**src/rtl/segment_transition_ctl.sv**
```systemverilog
// -----------------------------------------------------------------------------
// segment_transition_ctl
//
// Chooses which of the two segments of a double-buffered sequencer (modulation
// or STM) is being read. A segment-change request from the register file is
// latched on UPDATE. The controller then waits for the requested transition
// condition before switching. Completed loops of the active segment are
// counted against its repeat count. A finite repeat count that runs out either
// raises STOP, or, after an EXT transition, swaps automatically to the other
// segment.
//
// Ports
//   CLK               system clock
//   RST               synchronous active-high reset
//   UPDATE            one-cycle pulse, samples REQ_SEGMENT / TRANSITION_MODE /
//                     TRANSITION_VALUE
//   REQ_SEGMENT       requested read segment
//   REP0, REP1        repeat count per segment (loops = REP+1, all-ones = forever)
//   TRANSITION_MODE   0x00 SYNC_IDX, 0x01 SYS_TIME, 0x02 GPIO, 0xF0 EXT
//   TRANSITION_VALUE  target time (SYS_TIME) or GPIO pin select in [1:0]
//   SYS_TIME          free-running system time
//   GPIO_IN           synchronized GPIO inputs
//   LOOP_END          index counter wrapped on the active segment
//   SEGMENT           active read segment
//   SWAP              one-cycle pulse on a segment change or a restart
//   STOP              finite repeats exhausted
//   BUSY              a transition is pending
//   LOOP_CNT          completed loops of the active segment
// -----------------------------------------------------------------------------
module segment_transition_ctl #(
    parameter int RepWidth  = 16,
    parameter int TimeWidth = 64
) (
    input  logic                 CLK,
    input  logic                 RST,
    input  logic                 UPDATE,
    input  logic                 REQ_SEGMENT,
    input  logic [RepWidth-1:0]  REP0,
    input  logic [RepWidth-1:0]  REP1,
    input  logic [7:0]           TRANSITION_MODE,
    input  logic [TimeWidth-1:0] TRANSITION_VALUE,
    input  logic [TimeWidth-1:0] SYS_TIME,
    input  logic [3:0]           GPIO_IN,
    input  logic                 LOOP_END,
    output logic                 SEGMENT,
    output logic                 SWAP,
    output logic                 STOP,
    output logic                 BUSY,
    output logic [RepWidth-1:0]  LOOP_CNT
);

    typedef enum logic {
        ST_RUN  = 1'b0,
        ST_WAIT = 1'b1
    } state_t;

    typedef enum logic [1:0] {
        MODE_SYNC_IDX = 2'd0,
        MODE_SYS_TIME = 2'd1,
        MODE_GPIO     = 2'd2,
        MODE_EXT      = 2'd3
    } mode_t;

    localparam logic [RepWidth-1:0] RepInfinite = '1;
    localparam logic [RepWidth-1:0] RepOne      = RepWidth'(1);

    state_t               state_reg;
    mode_t                mode_reg;
    logic                 segment_reg;
    logic                 swap_reg;
    logic                 stop_reg;
    logic                 busy_reg;
    logic                 ext_reg;
    logic                 target_reg;
    logic                 gpio_prev_reg;
    logic [RepWidth-1:0]  loop_cnt_reg;
    logic [RepWidth-1:0]  rep_reg;
    logic [TimeWidth-1:0] value_reg;

    mode_t                req_mode;
    logic                 req_mode_valid;
    logic                 update_ok;
    logic                 pin_now;
    logic                 trig_cond;
    logic                 trigger;
    logic                 seg_done;
    logic                 other_seg;
    logic [RepWidth-1:0]  rep_sel [2];

    // Repeat count lookup indexed by segment number.
    generate
        for (genvar gi = 0; gi < 2; gi++) begin : g_rep_sel
            assign rep_sel[gi] = (gi == 0) ? REP0 : REP1;
        end
    endgenerate

    always_comb begin
        req_mode       = MODE_SYNC_IDX;
        req_mode_valid = 1'b1;
        case (TRANSITION_MODE)
            8'h00:   req_mode = MODE_SYNC_IDX;
            8'h01:   req_mode = MODE_SYS_TIME;
            8'h02:   req_mode = MODE_GPIO;
            8'hF0:   req_mode = MODE_EXT;
            default: req_mode_valid = 1'b0;
        endcase

        update_ok = UPDATE && req_mode_valid;
        pin_now   = GPIO_IN[value_reg[1:0]];
        other_seg = !segment_reg;

        trig_cond = 1'b0;
        case (mode_reg)
            MODE_SYNC_IDX: trig_cond = LOOP_END || stop_reg;  // a stopped segment never wraps again
            MODE_SYS_TIME: trig_cond = (SYS_TIME >= value_reg);
            MODE_GPIO:     trig_cond = pin_now && !gpio_prev_reg;
            MODE_EXT:      trig_cond = 1'b1;
            default:       trig_cond = 1'b0;
        endcase

        // A fresh valid UPDATE replaces the pending request, so the old one
        // can no longer fire in that cycle.
        trigger  = (state_reg == ST_WAIT) && !update_ok && trig_cond;

        seg_done = LOOP_END && !stop_reg && (rep_reg != RepInfinite)
                   && (loop_cnt_reg == rep_reg);
    end

    always_ff @(posedge CLK) begin
        if (RST) begin
            state_reg     <= ST_RUN;
            mode_reg      <= MODE_SYNC_IDX;
            segment_reg   <= 1'b0;
            swap_reg      <= 1'b0;
            stop_reg      <= 1'b0;
            busy_reg      <= 1'b0;
            ext_reg       <= 1'b0;
            target_reg    <= 1'b0;
            gpio_prev_reg <= 1'b0;
            loop_cnt_reg  <= '0;
            rep_reg       <= RepInfinite;    // segment 0 plays forever until the first UPDATE
            value_reg     <= '0;
        end else begin
            swap_reg      <= 1'b0;
            gpio_prev_reg <= pin_now;

            // Loop accounting for the segment that is playing now.
            if (LOOP_END && !stop_reg) begin
                if (rep_reg == RepInfinite) begin
                    if (loop_cnt_reg != RepInfinite) begin
                        loop_cnt_reg <= loop_cnt_reg + RepOne;
                    end
                end else if (seg_done) begin
                    if (ext_reg) begin
                        // External auto-swap: ping-pong between the segments.
                        segment_reg  <= other_seg;
                        rep_reg      <= rep_sel[other_seg];
                        loop_cnt_reg <= '0;
                        swap_reg     <= 1'b1;
                    end else begin
                        stop_reg <= 1'b1;
                    end
                end else begin
                    loop_cnt_reg <= loop_cnt_reg + RepOne;
                end
            end

            // Request handling; later assignments override the loop accounting.
            if (update_ok) begin
                target_reg    <= REQ_SEGMENT;
                mode_reg      <= req_mode;
                value_reg     <= TRANSITION_VALUE;
                ext_reg       <= 1'b0;
                state_reg     <= ST_WAIT;
                busy_reg      <= 1'b1;
                // Seed the edge detector so a pin that is already high does not fire.
                gpio_prev_reg <= GPIO_IN[TRANSITION_VALUE[1:0]];
            end else if (trigger) begin
                segment_reg  <= target_reg;
                swap_reg     <= 1'b1;
                loop_cnt_reg <= '0;
                stop_reg     <= 1'b0;
                rep_reg      <= rep_sel[target_reg];
                busy_reg     <= 1'b0;
                state_reg    <= ST_RUN;
                ext_reg      <= (mode_reg == MODE_EXT);
            end
        end
    end

    assign SEGMENT  = segment_reg;
    assign SWAP     = swap_reg;
    assign STOP     = stop_reg;
    assign BUSY     = busy_reg;
    assign LOOP_CNT = loop_cnt_reg;

endmodule

```
**config.mk**
```make
export PLATFORM = sky130hd
export DESIGN_NAME = segment_transition_ctl
export DESIGN_NICKNAME = d
export VERILOG_FILES = /design/src/rtl/segment_transition_ctl.sv
export SDC_FILE = /design/constraint.sdc
export NUM_CORES = 1
export LEC_CHECK = 0
export CORE_UTILIZATION = 35
export DETAILED_ROUTE_END_ITERATION = 8
export GPL_TIMING_DRIVEN = 0
export PLACE_DENSITY_LB_ADDON = 0.25
export SLEW_MARGIN = 15
export SYNTH_ARGS = -nofsm -noshare
export SYNTH_HDL_FRONTEND = slang
export SYNTH_SLANG_ARGS = --single-unit
```
**constraint.sdc**
```tcl
create_clock -name CLK -period 4.6 [get_ports CLK]
set_clock_uncertainty 0.2 [all_clocks]
set_input_delay 1.38 -clock CLK [delete_from_list [all_inputs] [get_ports CLK]]
set_output_delay 1.38 -clock CLK [all_outputs]
set_load 0.01 [all_outputs]
```
==> impl_metrics.toml <==
[outcome]
outcome = "complete, no violations"

[logic_synthesis]
yosys_register_bits = 105
ys_types = 69
seq_area_frac_synth_pct = 30.7
synth_edf_count = 0
ys_warn_count = 0
synthCells = 877
avgSynthCellArea_um2 = 7.81
synthFlopType = "dfxtp_1"
syn_area_mm2 = 0.00685
syn-num-nets = 1119
async_flop_share_pct = 0

[global_routing]
grt_pass1_vias = 6458
antenna_found_initial = 0
grt_use_total_pct = 20.4
overflow = 0
grt_pass1_wl_mm = 32.2
grt_max_degree = 21

[critical_path]
crit_path_end = "ext_reg$_SDFFE_PP0N_"
cp_data_required_time_ns = 4.69
critical_path_arrival_ns = 4.25
crit_fanout = 10
r2r_start = "value_reg[15]$_SDFFE_PP0P_"
startpoint = "SYS_TIME[15]"
crit_path_start_kind = "input pin"
cp-end-kind = "register"
reg2reg_to = "ext_reg$_SDFFE_PP0N_"
reg2reg_depth = 9
rrSetupSlack_ns = 1.50
crit_type = "input pin to register"

[timing]
hold_viol = 0
finalSetupTns_ns = 0
layout_min_cycle_time_ns = 4.17
rsz0062_at_grt = "no"
relSlewSlack_pct = 48.9
final-setup-viol-count = 0
period_share_pct = 90.6
whs_ns = 0.254
fmax_mhz = 240
tightest_slew_ns = 0.764
drv_slew = 0

[clock_network]
clockBufferDepth = 2
cts.sinks = 105
cts_resized = 0
clock-root-buffer = "clkbuf_16"
postCtsSetupRepairBufs = 0
insertion_delay_ns = 0.37
htree_levels = 3
numCtsBuffers = 9
clkTransAtPathRegs_ns = 0.07
cts_tree = "built"
hold_buffers = 0

[die]
die_area_mm2 = 0.0201
coreArea_mm2 = 0.0190
row_count = 50
pin_count = 197
start_util_pct = 36.1
die_w_um = 142
die_h_um = 142

[final_layout]
largest_reg_flops = 64
diodes = 0
area_growth_pct = 38.2
nets = 1326
fillers = 1908
final_layout_size_suffix_gt1_share_pct = 4.68

[drt]
vias = 6694
drtAntennaViolNets = 0
wire_per_inst_um = 14.8
wl_mm = 20.0
viasPerCell = 4.96
drt_first_pass_iters = 5
dr.first_iter.drc_count = 280
post-route-drc-count = 0

[power]
power.density_mw_per_mm2 = 223
peakVddDrop_mv = 0.148
power_leakage_nw = 3.33

[placed_design]
gp_congestion = 0.891
port_buffers = 196
hpwl_mm = 16.1

[worst_hold_path]
hp-class = "register to register"

[job]
maxCapViolCount = 0
-- critical path: stages --
cell	delay, ns
clkdlybuf4s50_1	0.40
ha_1	0.32
nand4_1	0.13
or4_1	0.54
o211ai_1	0.36
a311oi_2	0.24
a21oi_4	0.43
buf_4	0.27
mux2i_1	0.18
-- cells in the final DEF (no fill, tap or decap), drive strengths merged, types with 3 or more instances in the layout --
cell type	n
a211oi	33
o21a	4
a2111oi	4
o21ai	24
or4	7
nor2b	9
inv	68
xnor2	20
dfxtp	105
and3	4
and4	5
nand2	166
ha	65
and2b	9
a22oi	4
nand4	26
nand3	17
o21bai	3
mux2i	33
nor4	6
nor3	14
clkbuf	40
nand2b	5
a21oi	114
and2	5
nor2	39
clkdlybuf4s50	196
clkinv	3
buf	18
a31oi	4
a21o	5
-- through the flow --
stage	power [W]	utilization (%)	instances	setup WS, ns	area (um^2)
finish	0.00211	49.9	1349	0.434	9460
floorplan	0.00107	-	877	0.986	6850
global route	0.00220	49.9	1349	0.285	9460
CTS	0.00214	49.9	1349	0.414	9460
detailed placement	0.00129	48.2	1333	0.0495	9130
global placement	0.00128	48.2	1333	0.0409	9130
-- cells by family (layout without fill, tap and decap cells) --
| logic type | count (synthesis) | after routing | synth area share (%) |
|---|---|---|---|
| buffers and inverters | 117 | 329 | 7.49 |
| adders and majority gates | 65 | 65 | 11.9 |
| DFF | 105 | 105 | 30.7 |
| and+or+nand+nor | 317 | 317 | 21.8 |
| muxes | 36 | 36 | 5.65 |
| xor gates and xnor gates | 22 | 22 | 2.81 |
| AOI/OAI and AO/OA | 215 | 215 | 19.6 |
-- synthesized netlist by cell type (6+ instances only) --
library cell,n,share of area (%)
a211oi_1,33,3.6
a21oi_1,113,8.3
and2b_1,6,0.66
buf_2,11,0.80
clkbuf_1,31,1.7
dfxtp_1,105,31
ha_1,65,12
inv_1,66,3.6
mux2i_1,33,4.8
nand2_1,166,9.1
nand3_1,16,1.2
nand4_1,26,2.4
nor2_1,39,2.1
nor2b_1,9,0.82
nor3_1,13,0.95
nor4_1,6,0.55
o21ai_0,22,1.6
or4_1,6,0.66
xnor2_1,20,2.6
-- where the power goes --
| group | total (W) | leakage (nW) | internal, W | switching, W |
|---|---|---|---|---|
| registers | 0.000926 | 0.848 | 0.000917 | 0.00000949 |
| clock network | 0.000845 | 0.155 | 0.000441 | 0.000404 |
| logic | 0.000338 | 2.33 | 0.000207 | 0.000130 |
| total | 0.00211 | 3.33 | 0.00157 | 0.000544 |
-- layer usage --
layer / wire length (um) / GRT usage (%)
met1: 8910 / 25.3
met2: 9450 / 34.3
met3: 1450 / 6.58
met4: 190 / 4.41
met5: 0 / 0
-- cell type report --
class,count,area [um^2],share of cell area (%)
Inverter,66,248,2.62
Timing Repair Buffer,196,1960,20.7
Clock buffer,9,225,2.38
Sequential cell,105,2100,22.2
Tap cell,260,325,3.44
Clock inverter,7,101,1.07
Buffer,51,265,2.80
Multi-Input combinational cell,655,4230,44.7
-- worst min-delay path by stage --
stage | end | cells after the start | slack, ns | start
floorplan | value_reg[10]$_SDFFE_PP0P_ | 2 | 0.24 | value_reg[10]$_SDFFE_PP0P_
global placement | value_reg[47]$_SDFFE_PP0P_ | 2 | 0.24 | value_reg[47]$_SDFFE_PP0P_
detailed placement | value_reg[38]$_SDFFE_PP0P_ | 2 | 0.25 | value_reg[38]$_SDFFE_PP0P_
CTS | value_reg[42]$_SDFFE_PP0P_ | 2 | 0.26 | value_reg[42]$_SDFFE_PP0P_
global route | value_reg[12]$_SDFFE_PP0P_ | 2 | 0.27 | value_reg[12]$_SDFFE_PP0P_
finish | value_reg[46]$_SDFFE_PP0P_ | 2 | 0.25 | value_reg[46]$_SDFFE_PP0P_
Note: power is estimated with default switching activity, not from simulation.
